===== config.mk =====
export PLATFORM = sky130hd
export DESIGN_NAME = avr_intr_ctrl
export DESIGN_NICKNAME = d
export VERILOG_FILES = /design/src/rtl/avr_intr_ctrl.sv
export SDC_FILE = /design/constraint.sdc
export NUM_CORES = 1
export LEC_CHECK = 0
export CAP_MARGIN = 10
export CORE_ASPECT_RATIO = 1.1
export CORE_UTILIZATION = 46
export DETAILED_ROUTE_END_ITERATION = 10
export GPL_ROUTABILITY_DRIVEN = 1
export PLACE_DENSITY = 0.75
export SYNTH_ARGS = -nofsm -noshare
export SYNTH_HDL_FRONTEND = slang
export SYNTH_SLANG_ARGS = --single-unit
export TNS_END_PERCENT = 1

===== constraint.sdc =====
create_clock -name clk -period 2.3 [get_ports clk]
set_input_delay 0.46 -clock clk [delete_from_list [all_inputs] [get_ports clk]]
set_output_delay 0.46 -clock clk [all_outputs]
set_load 0.1 [all_outputs]

===== src/rtl/avr_intr_ctrl.sv =====
// Multi-source interrupt controller for avr_core: edge/level capture, masking, fixed priority, ack handshake.
// Optional AVR_INTR_SWTRIG_EN adds a write-only software-trigger register at IO_BASE+4.
module avr_intr_ctrl #(
   parameter int unsigned INTR_WIDTH = 2,
   parameter logic [5:0]  IO_BASE    = 6'h38
) (
   input  logic                         clk,
   input  logic                         rst,
   input  logic [(2**INTR_WIDTH)-1:0]   irq_src,
   input  logic [5:0]                   io_a,
   input  logic                         io_re,
   input  logic                         io_we,
   input  logic [7:0]                   io_wd,
   output logic [7:0]                   io_rd,
   output logic                         iflag,
   output logic [INTR_WIDTH-1:0]        ivect,
   input  logic [(2**INTR_WIDTH)-1:0]   ieack
);

   localparam int unsigned N_SRC = 2**INTR_WIDTH;

   typedef enum logic {ST_IDLE, ST_REQ} state_t;

   state_t                 state, state_nx;
   logic [INTR_WIDTH-1:0]  vec_q, vec_nx, pick;
   logic                   found;
   logic [N_SRC-1:0]       sync1, sync2, sync_d;
   logic [N_SRC-1:0]       ifr, ifr_nx, imr, imod;
   logic [N_SRC-1:0]       elig, rise, w1c, swt, ack_clr;
   logic [5:0]             off;
   logic                   unused_wd;

   assign off       = io_a - IO_BASE;
   assign elig      = ifr & imr;
   assign rise      = sync2 & ~sync_d;
   assign w1c       = (io_we && off == 6'd0) ? io_wd[N_SRC-1:0] : '0;
   assign unused_wd = ^io_wd;

`ifdef AVR_INTR_SWTRIG_EN
   assign swt = (io_we && off == 6'd4) ? (io_wd[N_SRC-1:0] & imod) : '0;
`else
   assign swt = '0;
`endif

   always_comb begin
      pick  = '0;
      found = 1'b0;
      for (int unsigned i = 0; i < N_SRC; i++) begin
         if (elig[i] && !found) begin
            pick  = INTR_WIDTH'(i);
            found = 1'b1;
         end
      end
   end

   always_comb begin
      state_nx = state;
      vec_nx   = vec_q;
      ack_clr  = '0;
      case (state)
         ST_IDLE: begin
            if (found) begin
               state_nx = ST_REQ;
               vec_nx   = pick;
            end
         end
         ST_REQ: begin
            // Only the latched vector's ack counts; level channels keep their flag.
            if (ieack[vec_q]) begin
               state_nx       = ST_IDLE;
               ack_clr[vec_q] = imod[vec_q];
            end else if (!elig[vec_q]) begin
               state_nx = ST_IDLE;
            end
         end
         default: state_nx = ST_IDLE;
      endcase
   end

   // Edge channels: hardware/software set overrides any clear in the same cycle.
   assign ifr_nx = (imod & ((ifr & ~(w1c | ack_clr)) | rise | swt)) | (~imod & sync2);

   always_ff @(posedge clk) begin
      if (rst) begin
         state <= ST_IDLE;
         vec_q <= '0;
      end else begin
         state <= state_nx;
         vec_q <= vec_nx;
      end
   end

   always_ff @(posedge clk) begin
      if (rst) begin
         sync1  <= '0;
         sync2  <= '0;
         sync_d <= '0;
         ifr    <= '0;
         imr    <= '0;
         imod   <= '1;
      end else begin
         sync1  <= irq_src;
         sync2  <= sync1;
         sync_d <= sync2;
         ifr    <= ifr_nx;
         if (io_we && off == 6'd1) imr  <= io_wd[N_SRC-1:0];
         if (io_we && off == 6'd2) imod <= io_wd[N_SRC-1:0];
      end
   end

   always_comb begin
      io_rd = '0;
      if (io_re) begin
         case (off)
            6'd0: io_rd[N_SRC-1:0] = ifr;
            6'd1: io_rd[N_SRC-1:0] = imr;
            6'd2: io_rd[N_SRC-1:0] = imod;
            6'd3: begin
               io_rd[7]              = (state == ST_REQ);
               io_rd[INTR_WIDTH-1:0] = vec_q;
            end
            default: io_rd = '0;
         endcase
      end
   end

   assign iflag = (state == ST_REQ);
   assign ivect = vec_q;

endmodule

# Yosys cells after proc, flatten, opt, wreduce, memory -nomap -nowiden
# Index checks and enable logic that the tools add are counted.
[op_classes] reduce_logical=12 bitwise=13 n_eq_ne=3 n_addsub=1 n_lt_le_gt_ge=2 muxes=26
[ops] operator="bitwise AND 4 bit" n=6
[ops] operator="2-to-1 mux 1 bit" n=13
[ops] operator="equality test 6 x 2 -> 1 bit (second input constant)" n=2
[ops] operator="2-to-1 mux 4 bit" n=3
[ops] operator="inverter 4 bit" n=3
[ops] operator="bitwise OR 4 bit" n=3
[ops] operator="2-to-1 mux 8 bit" n=1
[ops] operator="case mux 2 bit (4 select lines)" n=1
[ops] operator="logical AND 1 bit" n=7
[ops] operator="binary-select mux 1 bit (select 2 bit)" n=3
[ops] operator="equality test 6 x 1 -> 1 bit (second input constant)" n=1
[ops] operator="logical NOT 6 bit" n=1
[ops] operator="case mux 2 bit (3 select lines)" n=1
[ops] operator="subtractor 6 bit (second input constant)" n=1
[ops] operator="2-to-1 mux 2 bit" n=2
[ops] operator="logical NOT 1 bit" n=3
[ops] operator="< comparator 2 x 3 -> 1 bit (second input constant)" n=1
[ops] operator="demux 1 bit (select 2 bit)" n=1
[ops] operator="greater-or-equal comparator 2 x 1 -> 1 bit (second input constant)" n=1
[ops] operator="case mux 1 bit (2 select lines)" n=1
[ops] operator="AND reduction 2 bit" n=1
[ops] operator="inverter 1 bit" n=1
[word_totals] ff_bits=27 input_bits=26

# Depth between registers and ports, before layout
# Gate-level depths: netlist (run 1).
[logic_depth] depth_word=13 mapped_depth=6 ltp_nobuf=5

# Least setup slack after synthesis (run 1)
# No wires, ideal clock.
[synth_path] kind="reg2out" from="reg state (netlist: iflag)" to="out io_rd[7]" path_stages_with_launch=4 required_time_ps=1840 setup_slack_ps=-735 arrival_time_ps=2575 path_cell_list="dfxtp_1 -> clkbuf_1 -> nand3_1 -> nor2_1"
[synth_via] elab_chain_cells=2
[synth_rtl] item="start, declared" line="24" rtl="state_t state, state_nx;"
[synth_rtl] item="start signal, assigned" line="88" rtl="state <= state_nx;"
[synth_rtl] item="2-to-1 mux 1 bit" line="114" rtl="case (off)"
[synth_rtl] item="2-to-1 mux 8 bit" line="113" rtl="if (io_re) begin"
[synth_rtl] item="end, declared" line="14" rtl="output logic [7:0] io_rd,"
# Every way passes these cells.

# Worst setup path after layout (run 1)
[layout_path] from="in io_a[0]" to="out io_rd[0]"
[layout_via] elab_chain_cells=4 elab_cells_between_ends=7 cone_classes="add/sub: 1; eq/ne: 3; mux: 2; reduce/logical: 1"
[layout_rtl] item="start, declared" line="10" rtl="input logic [5:0] io_a,"
[layout_rtl] item="subtractor 6 bit (*)" line="33" rtl="assign off = io_a - IO_BASE;"
[layout_rtl] item="equality test 6 x 2 -> 1 bit (tied with other cells)" line="114"
[layout_rtl] item="case mux 2 bit (4 select lines) (*)" line="114"
[layout_rtl] item="2-to-1 mux 8 bit (*)" line="113"
# Every way passes the cells marked *; elsewhere a longest branch is shown, timed or not.

==> key figures, run 1 <==
Die
  • DIE WIDTH: 51.4 µm
  • Core Rows: 19
  • Die H: 56.3 µm
  • IO Pins: 37
  • Initial Util: 0.489
  • Die area: 2890 µm²
  • Core Region: 2520 µm²

GRT
  • Initial antenna violation count: 0
  • First-pass GRT wire length: 4.77 mm
  • Vias in the first global route: 1071
  • Overflow after GRT: 0
  • Largest net degree at the start of global routing: 33
  • Tot GR Track Use: 0.219

Yosys
  • Synthesis Warnings: 0
  • Yosys reg bits: 27
  • Ys async rst share: 0
  • Number of flops mapped to enable cells by yosys: 0
  • Synth Cell Area: 1230 µm²
  • Synthesized netlist cell count: 140
  • Sequential share of the synthesized area: 0.439
  • Main synth FF type: dfxtp_1
  • Post-synthesis average cell area: 8.80 µm²
  • Netlist cell types: 36

Worst setup path
  • Crit. End Element: output port
  • Worst path slowest cell: clkdlybuf4s50_1
  • Setup CP Type: in2out
  • Startpoint types: primary input
  • Crit path DAT: 1.78 ns
  • CP peak stage delay: 0.61 ns
  • CP max FO: 6
  • Cells along the critical path: clkdlybuf4s50_1 > mux4_2 > and3_4 > buf_12
  • Worst path required time: 1.84 ns

Finish
  • Fraction of layout cells with a size suffix above 1: 0.214
  • Antenna cell count: 0
  • Fin area: 1700 µm²
  • Fin nets: 201
  • P&R area growth vs syn: 38.1%

Placed design
  • Placed Area: 1640 µm²
  • IO buf count: 29
  • Final Wtd Congestion: 0.911
  • Pre-CTS WS: -0.397 ns
  • HPWL after DPL: 2.14 mm

Timing
  • Tmin final: 2.24 ns
  • Final period utilization: 0.975
  • Fin Setup TNS: 0 ns
  • Final slew viol count: 0
  • Fmax achieved: 446 MHz
  • Max Clock Skew: 0.00115 ns
  • Final setup fails: 0
  • Slack of the critical path: 0.0565 ns
  • Final hold vios: 0

Drt
  • TritonRoute pass-1 iters: 4
  • Initial DRC count: 16
  • DRC errors left: 0
  • Post-DRT Antenna Nets: 0
  • Routed wire length: 2.87 mm
  • Vias per inst: 5.53
  • Via Count: 1129
  • Detailed-route wire length per cell: 14.0 µm

Pwr
  • Worst vdd ir: 0.000550 V
  • Overall power: 820 µW
  • Leak pwr: 0.000656 µW
  • Internal: 615 µW
  • Clk pwr share: 0.238
  • Power Density: 482 nW/µm²
  • Sequential share of power: 0.593
  • Switching share of power: 0.250
  • Combinational cell fraction of total power: 0.169
  • Net Sw Power: 205 µW

Clock tree
  • Worst-path clk slew: 0.13 ns
  • Clk buf depth: 2
  • Root Driver: clkbuf_4
  • CTS tree: built
  • # hold bufs at CTS: 0
  • Cts bufs inserted: 3
  • Number of H-tree levels: 1
  • Clock tree sinks: 27
  • Clock Latency Late Sink: 0.31 ns

Status
  • Status: finished clean

Run
  • Max Cap Viol: 0

Min path
  • Hold Path Class: reg2reg
-- path summary, 6_finish.rpt --
kind             from       end  slack, ns  depth (start not counted)
max           io_a[0]  io_rd[0]       0.06                          4
min          sync1[3]  sync2[3]       0.46                          1
max reg2reg     iflag    ifr[1]       1.06                          3
min reg2reg  sync1[3]  sync2[3]       0.46                          1
-- worst max-delay path: cells and delay by family --
kind / cells / cell delay (ns)
buffers and inverters: 2 / 0.77
multiplexers: 1 / 0.35
AND/OR/NAND/NOR: 1 / 0.21
-- routing by layer --
layer	wire length [µm]	global-route usage	vias to the layer above	share of wire
met2	1440	0.376	49	0.50
li1	-	-	548	-
met4	56	0.0734	0	0.020
met3	175	0.0407	8	0.061
met5	0	0	-	0
met1	1190	0.271	524	0.42
-- power by group through the flow --
stage	Sequential, µW	Combinational [µW]	Clock, µW
floorplan	496	75.5	0
global placement	497	126	0
detailed placement	497	130	0
CTS	487	136	200
global route	489	148	228
finish	487	138	195
-- per-stage QoR --
step | hold WS, ns | utilization | instances
2_1_floorplan | 0.414 | - | 142
6_report | 0.457 | 0.675 | 204
5_1_grt | 0.466 | 0.675 | 204
3_5_place_dp | 0.428 | 0.651 | 199
4_1_cts | 0.457 | 0.676 | 205
3_3_place_gp | 0.420 | 0.651 | 199
-- repair_timing --
item | in CTS | in global routing
gates cloned | 0 | 0
endpoints found under the setup margin | 5 | 5
gates resized for setup | 18 | 2
pin swaps | 6 | 2
setup buffers | 2 | 0
-- cells in the final DEF, fill, tap and decap left out, drive strengths merged, types with 3 or more instances in the layout --
cell type / n
a32o: 3
conb: 3
dfxtp: 27
mux2i: 6
clkdlybuf4s50: 17
nor2: 17
buf: 20
nor2b: 14
clkbuf: 4
a21oi: 9
nand2: 18
nor3: 5
-- flip-flops by register name (all words and copies together), names as in the netlist --
register and cells:
ifr 4, imod 4, imr 4, sync1 4
sync2 4, sync_d 4, ivect 2, iflag 1
-- cells in the mapped netlist, drive strengths merged (2+ instances only) --
cell type | n | area, µm²
o32ai | 2 | 17.5
a21oi | 9 | 45.0
nand2b | 2 | 12.5
dfxtp | 27 | 541
clkbuf | 4 | 15.0
nor3 | 5 | 25.0
nand3 | 2 | 10.0
nor2 | 17 | 63.8
a32o | 3 | 30.0
buf | 8 | 48.8
mux2i | 6 | 60.1
mux4 | 2 | 45.0
nor2b | 14 | 87.6
and3 | 2 | 12.5
nand2 | 18 | 67.6
-- kinds of logic after synthesis --
| kind of cell | count (synthesis) | share of synthesized area |
|---|---|---|
| AO/OA/AOI/OAI | 20 | 0.115 |
| XOR/XNOR | 1 | 0.00711 |
| adder cells (fa/ha/maj) | 1 | 0.0102 |
| buffers and inverters | 13 | 0.0548 |
| flip-flops | 27 | 0.439 |
| multiplexers | 8 | 0.0853 |
| other | 1 | 0.00304 |
| AND/OR/NAND/NOR | 69 | 0.286 |
-- layout make-up --
type | instances | area (µm²)
inverters | 1 | 3.75
clock buffers | 4 | 26.3
fillers | 214 | 818
multi-input cells | 102 | 696
repair buffers | 39 | 395
flip-flops and latches | 27 | 542
well taps | 31 | 38.8
(Power assumes the default switching activity.)
==> inputs of run 2 (changes only) <==
--- a/config.mk
+++ b/config.mk
@@ -5,7 +5,6 @@
 export SDC_FILE = /design/constraint.sdc
 export NUM_CORES = 1
 export LEC_CHECK = 0
-export CAP_MARGIN = 10
 export CORE_ASPECT_RATIO = 1.1
 export CORE_UTILIZATION = 46
 export DETAILED_ROUTE_END_ITERATION = 10
==> results of run 2 <==
Same layout as run 1: the final DEF is identical, and so are final timing and power.
==> inputs of run 3 (changes only) <==
--- a/config.mk
+++ b/config.mk
@@ -9,6 +9,7 @@
 export CORE_UTILIZATION = 46
 export DETAILED_ROUTE_END_ITERATION = 10
 export GPL_ROUTABILITY_DRIVEN = 1
+export GPL_TIMING_DRIVEN = 0
 export PLACE_DENSITY = 0.75
 export SYNTH_ARGS = -nofsm -noshare
 export SYNTH_HDL_FRONTEND = slang
==> run 3 against run 2 <==
Worst setup slack got worse by 0.025 ns. Clock power increased by 5%. Sequential cell count stayed put. Utilization is 0.25 points lower.
==> key figures, run 3 (synthesized netlist as in run 1, its figures left out) <==
GRT
  • Overflow after GRT: 0 (unchanged)
  • Vias in the first global route: 1037 (-3.2%)
  • Tot GR Track Use: 0.209 (-0.0100)
  • First-pass GRT wire length: 4.58 mm (-3.9%)
  • Initial antenna violation count: 0 (unchanged)
  • Largest net degree at the start of global routing: 17 (-48%)

Clock tree
  • Clk buf depth: 2 (unchanged)
  • CTS tree: built
  • Worst-path clk slew: 0.14 ns (about the same)
  • Cts bufs inserted: 3 (unchanged)
  • Root Driver: clkbuf_4
  • Number of H-tree levels: 1 (unchanged)
  • Clock Latency Late Sink: 0.32 ns (about the same)
  • Clock tree sinks: 27 (unchanged)
  • # hold bufs at CTS: 0 (unchanged)

Timing
  • Final period utilization: 0.986 (+0.0107)
  • RSZ-0062 raised after global routing: true
  • Final hold vios: 0 (unchanged)
  • Slew margin rel.: 0.353
  • Least-Margin Pin Slew: 0.969 ns
  • Fmax achieved: 441 MHz (-1.1%)
  • Max Clock Skew: 0.00682 ns (+0.00568 ns)
  • Final slew viol count: 0 (unchanged)
  • Tmin final: 2.27 ns (+0.0247 ns)
  • Final setup fails: 0 (unchanged)

Worst setup path
  • Worst path required time: 1.84 ns (about the same)
  • Setup CP Type: in2out
  • Startpoint types: primary input
  • Crit. End Element: output port
  • Crit path DAT: 1.81 ns (+0.03 ns)
  • CP max FO: 3 (-3)

Finish
  • Non-filler cells, final: 206 (+0.98%)
  • Most common cell after layout, fill and taps aside: dfxtp_1
  • Antenna cell count: 0 (unchanged)
  • Fin nets: 203 (+1.0%)
  • Fraction of layout cells with a size suffix above 1: 0.183 (-0.0310)
  • P&R area growth vs syn: 37.6%
  • Commonest non-fill, non-tap cells in the layout: dfxtp_1, nand2_1, clkdlybuf4s50_1
  • FILL cells: 227 (+6.1%)
  • Final core occ: 0.673 (-0.00248)

Die
  • Core Region: 2520 µm² (unchanged)
  • Die area: 2890 µm² (unchanged)
  • Core Rows: 19 (unchanged)
  • Die H: 56.3 µm (unchanged)
  • DIE WIDTH: 51.4 µm (unchanged)
  • IO Pins: 37 (unchanged)
  • Initial Util: 0.489 (unchanged)

Placed design
  • Placed Cells incl. Taps: 200 (+0.50%)
  • Final Wtd Congestion: 0.878 (-3.6%)
  • HPWL after DPL: 2.04 mm (-4.7%)
  • IO buf count: 27 (-6.9%)

Min path
  • Hold Path Class: reg2reg

Pwr
  • Worst vdd ir: 0.000403 V (-27%)
  • Overall power: 829 µW (+1.1%)
  • Leak pwr: 0.000686 µW (+4.6%)
  • Power Density: 489 nW/µm² (+1.5%)

Run
  • Max Cap Viol: 0 (unchanged)

Drt
  • Via Count: 1124 (-0.44%)
  • Detailed-route wire length per cell: 13.5 µm (-4.0%)
  • Vias per inst: 5.46 (-1.4%)
  • TritonRoute pass-1 iters: 4 (unchanged)
  • DRC errors left: 0 (unchanged)
  • Post-DRT Antenna Nets: 0 (unchanged)
  • Initial DRC count: 15 (-1)
  • Routed wire length: 2.78 mm (-3.1%)

Status
  • Status: finished clean
## run 3: cell count changes in the layout (fill, tap and decap cells not counted), moves of 2 or more
cell            change
buf_4               -6
a21oi_1             +2
a21oi_2             -2
and3_2              +2
and3_4              -2
buf_12              -2
clkbuf_1            +2
clkbuf_2            +2
dlymetal6s2s_1      +2
## run 3: final cells by class
type | count | area, µm² | area share
Buffer | 12 | 65.1 | 0.0384
Clock buffer | 3 | 22.5 | 0.0133
Timing Repair Buffer | 29 | 313 | 0.185
Clock inverter | 1 | 7.51 | 0.00443
Tap cell | 31 | 38.8 | 0.0229
Multi-Input combinational cell | 102 | 703 | 0.415
Sequential cell | 27 | 542 | 0.320
Inverter | 1 | 3.75 | 0.00221
## run 3: repair_timing
action | CTS | global route
endpoints found under the setup margin | 6 | 7
pin swaps | 7 | 2
buffers inserted | 2 | 0
resized for setup | 53 | 5
## run 3: power by group
group / switching [µW] / internal (µW)
Clock: 138 / 66.3
Combinational: 72.2 / 65.9
Sequential: 5.97 / 481
Total: 216 / 613
## run 3: worst paths after layout
check,slack [ns],from,depth (start not counted),endpoint
hold reg to reg,0.46,sync1[2],1,sync2[2]
setup / recovery,0.03,io_a[3],8,io_rd[3]
setup reg to reg,0.94,iflag,4,ifr[1]
hold / removal,0.46,sync1[2],1,sync2[2]
## run 3: metal layers
metal,vias up,GRT usage,routed length (µm)
li1,553,-,-
met1,523,0.266,1260
met2,40,0.353,1320
met3,8,0.0244,132
met4,0,0.0849,66
met5,-,0,0
## run 3: per-stage QoR
step	setup WS, ns	hold slack (ns)	instance area, µm²	TNS [ns]
finish	0.0318	0.458	1700	0
global route	-0.0237	0.469	1700	-0.0682
CTS	0.0199	0.461	1690	0
detailed placement	-1.46	0.429	1580	-9.12
global placement	-1.41	0.419	1580	-8.20
floorplan	-0.159	0.414	1270	-0.480
## run 3: worst max-delay path, cell delays in order
cell and delay (ns):
clkdlybuf4s15_2 0.21, ha_4 0.18, xor2_4 0.16, nor4b_4 0.26, nand2_1 0.11, buf_6 0.14, nor2_4 0.10, buf_12 0.18
